<file path="config.mk">
export PLATFORM = sky130hd
export DESIGN_NAME = gpio_bank
export DESIGN_NICKNAME = d
export VERILOG_FILES = /design/src/rtl/gpio_bank.sv
export SDC_FILE = /design/constraint.sdc
export NUM_CORES = 1
export LEC_CHECK = 0
export ABC_CLOCK_PERIOD_IN_PS = 1600
export CAP_MARGIN = 20
export CORE_MARGIN = 5
export CORE_UTILIZATION = 44
export DETAILED_ROUTE_END_ITERATION = 8
export PLACE_DENSITY_LB_ADDON = 0.3
export SYNTH_ARGS = -nofsm -noshare
export SYNTH_HDL_FRONTEND = slang
export SYNTH_SLANG_ARGS = --single-unit
export TNS_END_PERCENT = 50
</file>
<file path="constraint.sdc">
create_clock -name clk -period 1.6 [get_ports clk]
set_clock_uncertainty 0.05 [all_clocks]
set_input_delay 0.16 -clock clk [delete_from_list [all_inputs] [get_ports clk]]
set_output_delay 0.16 -clock clk [all_outputs]
set_load 0.05 [all_outputs]
</file>
<file path="src/rtl/gpio_bank.sv">
// gpio_bank: debounced switch inputs with sticky rise flags, LED register, and a level IRQ behind a 4-register CPU port.
module gpio_bank #(
    parameter int SW_W   = 8,
    parameter int LED_W  = 8,
    parameter int DATA_W = 32,
    parameter int DB_CNT = 4
) (
    input  logic              clk,
    input  logic              rst_n,
    input  logic [SW_W-1:0]   switches,
    output logic [LED_W-1:0]  leds,
    input  logic [1:0]        addr,
    input  logic              wr_en,
    input  logic [DATA_W-1:0] wr_data,
    input  logic              rd_en,
    output logic [DATA_W-1:0] rd_data,
    output logic              rd_valid,
    output logic              irq
);
    localparam int CW = $clog2(DB_CNT + 1);
    localparam logic [CW-1:0] CNT_LAST = CW'(DB_CNT - 1);

    logic [SW_W-1:0]   sync1, sync2, deb, deb_nxt, edge_r, edge_nxt, irq_en, edge_clr;
    logic [DATA_W-1:0] rd_mux;
    logic              unused_ok;

    assign unused_ok = ^wr_data;

    always_ff @(posedge clk or negedge rst_n) begin
        if (!rst_n) begin
            sync1 <= '0;
            sync2 <= '0;
            deb   <= '0;
        end else begin
            sync1 <= switches;
            sync2 <= sync1;
            deb   <= deb_nxt;
        end
    end

    // A bit flips on the DB_CNT-th consecutive cycle its synchronised level disagrees.
    for (genvar i = 0; i < SW_W; i++) begin : g_db
        logic [CW-1:0] cnt;
        logic          flip;
        assign flip       = (sync2[i] != deb[i]) && (cnt == CNT_LAST);
        assign deb_nxt[i] = deb[i] ^ flip;
        always_ff @(posedge clk or negedge rst_n) begin
            if (!rst_n)
                cnt <= '0;
            else
                cnt <= (sync2[i] == deb[i] || flip) ? '0 : cnt + CW'(1);
        end
    end

    always_comb begin
        edge_clr = (wr_en && addr == 2'd2) ? wr_data[SW_W-1:0] : '0;
        edge_nxt = (edge_r & ~edge_clr) | (deb_nxt & ~deb);
        rd_mux   = addr == 2'd0 ? DATA_W'(deb)    :
                   addr == 2'd1 ? DATA_W'(leds)   :
                   addr == 2'd2 ? DATA_W'(edge_r) : DATA_W'(irq_en);
    end

    always_ff @(posedge clk or negedge rst_n) begin
        if (!rst_n) begin
            edge_r   <= '0;
            irq_en   <= '0;
            leds     <= '0;
            rd_data  <= '0;
            rd_valid <= 1'b0;
            irq      <= 1'b0;
        end else begin
            edge_r   <= edge_nxt;
            irq      <= |(edge_r & irq_en);
            rd_valid <= rd_en;
            if (rd_en)
                rd_data <= rd_mux;
            if (wr_en && addr == 2'd1)
                leds <= wr_data[LED_W-1:0];
            if (wr_en && addr == 2'd3)
                irq_en <= wr_data[SW_W-1:0];
        end
    end
endmodule

</file>
==> summary.md <==
| Metric | Value |
|---|---|
| Synthesized cell area | between 3000 and 4000 um^2 |
| Crit Path Category | input pin to register |
| Row count | 32 |
| GRT overflow | 0 |
| Fin crit period | between 1 and 1.5 ns |
| Initial core utilization | between 40 and 50% |
| Final core occ | a little over half |
| First-pass iteration count of the detailed router | 4 |
| Fill count | slightly below 700 |
| Initial antenna violation count | 0 |
| Max FO, Critical Path | 8 |
| Sw frac | between 30% and 40% |
| Nature of the critical path endpoint | register |
| Dpl hpwl | ~4700 um |
| PortBufs | 39 |
| Sequential share of power | between 40% and 50% |
| Register area | 2050 um^2 |
| Avg WL per Cell | approximately 15 um |
| Max Buffers Root-to-Sink | 2 |
| RSZ-0062 raised after global routing | no |
| Clock tree sinks | 82 |
| Post-CTS resize count | 0 |
| Total power | a little over 6 mW |
| Worst setup margin | between 0.3 and 0.4 ns |
| Synth cell types | 24 |
| Total GRT Usage | a little over an eighth |
| Layout cells sized above 1 | between 10% and 20% |
| Post-Syn Area per Cell | about 13 um^2 |
| Yosys reg bits | around 80 |
| Status | finished, final reports clean |
| Net Sw Power | about 2.1 mW |
| Worst skew pair latency | around 0.34 ns |
| CP max stage cell | clkdlybuf4s50_1 |
| Data required time of the worst path | roughly 1.8 ns |
| Hold Crit Class | input pin to register |
| Syn. warnings | 0 |
| Layout net count | 385 |
| Fmax achieved | 808 MHz |
| I/O Pins | between 80 and 90 |
| Core area | about 7800 um^2 |
| GP Congestion | around 0.75 |
| Number of setup buffers added after CTS | 0 |
| Post-DRT Antenna Nets | 0 |
| CP peak stage delay | roughly 0.60 ns |
| Max Slew Vio Count | 0 |
| Register area share after synthesis | about 60% |
| Final Hold Fails | 0 |
| Most common cell after layout, fill and taps aside | dfrtp_1 |
| Die ar. | between 9000 and 10000 um^2 |
| Combinational fraction of design power | between 20 and 30% |
| Largest net degree at the start of global routing | 37 |
| Clock root buffer | clkbuf_8 |
| H-tree depth | 3 |
| Clk pin slew, worst setup/hold paths | ~0.080 ns |
| First-pass GRT wire length | approximately 10000 um |
| Leak | about 1.9 nW |
| Inserted Clock Buffers | 9 |
| Hold_ws | 0.199 ns |
| Final setup fails | 0 |
| Area growth syn-to-layout | 17.5% |
| Pwr/cell area | 1510 nW/um^2 |
| Multi-input logic area | 1260 um^2 |
| Max-Cap Viols | 0 |
| Drt drc | 0 |
| Power share of the clock group | between 20% and 30% |
| Commonest non-fill, non-tap cells in the layout | dfrtp_1, buf_4, conb_1, clkdlybuf4s50_1 |
| Die W | a little under 100 um |
| Routed vias | approximately 2100 |
| Vias in the first global route | roughly 2200 |
| Critical path cell sequence | clkdlybuf4s50_1 -> nand3b_4 -> mux2_2 |
| Final wirelength | about 6300 um |
| Drt first-iter violations | a little under 60 |
| Vias per std cell | just under 5 |
| Final worst-path cycle share | 77.3% |
| CTS tree | done |
| Worst EP arrival | between 1 and 1.5 ns |
| Startpoint Class | input pin |
| Max VDD drop | 0.00102 V |
| Internal power | ~4.1 mW |
| Die H | 99.4 um |
| Dpl ws | -0.0116 ns |
| Syn Inst Count | ~270 |
| N_diodes | 0 |
final cells by class:
| cell class | instances | area share, % |
|---|---|---|
| flip-flops and latches | 82 | 49.6 |
| repair buffers | 53 | 11.2 |
| multi-input cells | 161 | 30.5 |
| inverters | 16 | 1.45 |
| well taps | 102 | 3.09 |
| clock buffers | 10 | 3.09 |
| clock inverters | 4 | 1.09 |
cell usage after synthesis:
master     instances  area, um^2
mux2_4             1        15.0
conb_1             1        3.75
o2bb2ai_1          7        61.3
nand4_1            1        6.26
o221ai_1           8        70.1
ha_1              16         200
nand2_1            9        33.8
clkbuf_1           1        3.75
nand2b_1           9        56.3
nor3_1            16        80.1
o21ai_0            8        40.0
mux2_2            15         169
nand4b_1           8        70.1
dfrtp_1           82        2050
buf_6              3        33.8
nand3b_4           1        20.0
a32o_1             1        10.0
nor3b_1            8        60.1
a22oi_1            4        30.0
nand3_4            1        17.5
inv_1             16        60.1
xnor2_1            8        70.1
buf_4             26         195
mux2i_1           16         160
metal layers:
metal | vias to the layer above | track usage [%] | wire [um]
li1 | 1003 | - | -
met1 | 1016 | 17.4 | 2890
met2 | 42 | 21.6 | 3030
met3 | 5 | 4.35 | 309
met4 | 0 | 4.10 | 52
met5 | - | 0 | 0
timing repair:
action / in CTS / in global routing
endpoints found under the hold margin: 33 / 0
setup endpoints to repair: 0 / 0
hold buffers: 1 / 0
critical path, delay by kind of cell:
kind	cells	cell delay, ns
simple gates	1	0.29
buf+inv	1	0.60
mux	1	0.36
power groups by stage:
stage          registers (mW)  logic [mW]  clock network (mW)
3_5_place_dp             3.06        1.88                   0
5_1_grt                  3.08        2.09                1.49
2_1_floorplan            3.33        1.06                   0
4_1_cts                  3.02        1.89                1.40
3_3_place_gp             3.03        1.83                   0
6_report                 3.01        1.86                1.37
path summary, 6_finish.rpt:
kind	endpoint	slack (ns)	from	cells past startpoint
max	leds[6]$_DFFE_PN0P_	0.36	addr[1]	3
min reg2reg	sync2[5]$_DFF_PN0_	0.30	sync1[5]$_DFF_PN0_	0
max reg2reg	edge_r[6]$_DFF_PN0_	0.38	g_db[6].cnt[0]$_DFF_PN0_	3
min	sync1[6]$_DFF_PN0_	0.20	switches[6]	1
min in group asynchronous	g_db[3].cnt[1]$_DFF_PN0_	0.26	rst_n	2
max in group asynchronous	sync1[7]$_DFF_PN0_	0.69	rst_n	3
flip-flops by register name, indices dropped and copies added (netlist names), 8 cells and up:
name      count
edge_r        8
deb           8
sync1         8
leds          8
irq_en        8
sync2         8
rd_data       8
g_db.cnt     24
logic make-up (layout without fill, tap and decap cells):
group	after synthesis	count (layout)	synth area share, %
adder cells (fa/ha/maj)	16	16	5.69
AO/OA/AOI/OAI	28	28	6.01
XOR/XNOR	8	8	1.99
flip-flops	82	82	58.3
other	1	24	0.107
buffers and inverters	46	83	8.32
multiplexers	32	32	9.78
AND/OR/NAND/NOR	53	53	9.78
metrics by stage:
stage	area (um^2)	std cells	TNS (ns)
floorplan	3600	289	0
global placement	3950	413	0
detailed placement	3950	413	-0.0129
CTS	4140	428	0
global route	4140	428	0
finish	4140	428	0
No activity file was read; power rests on OpenSTA's default activity.
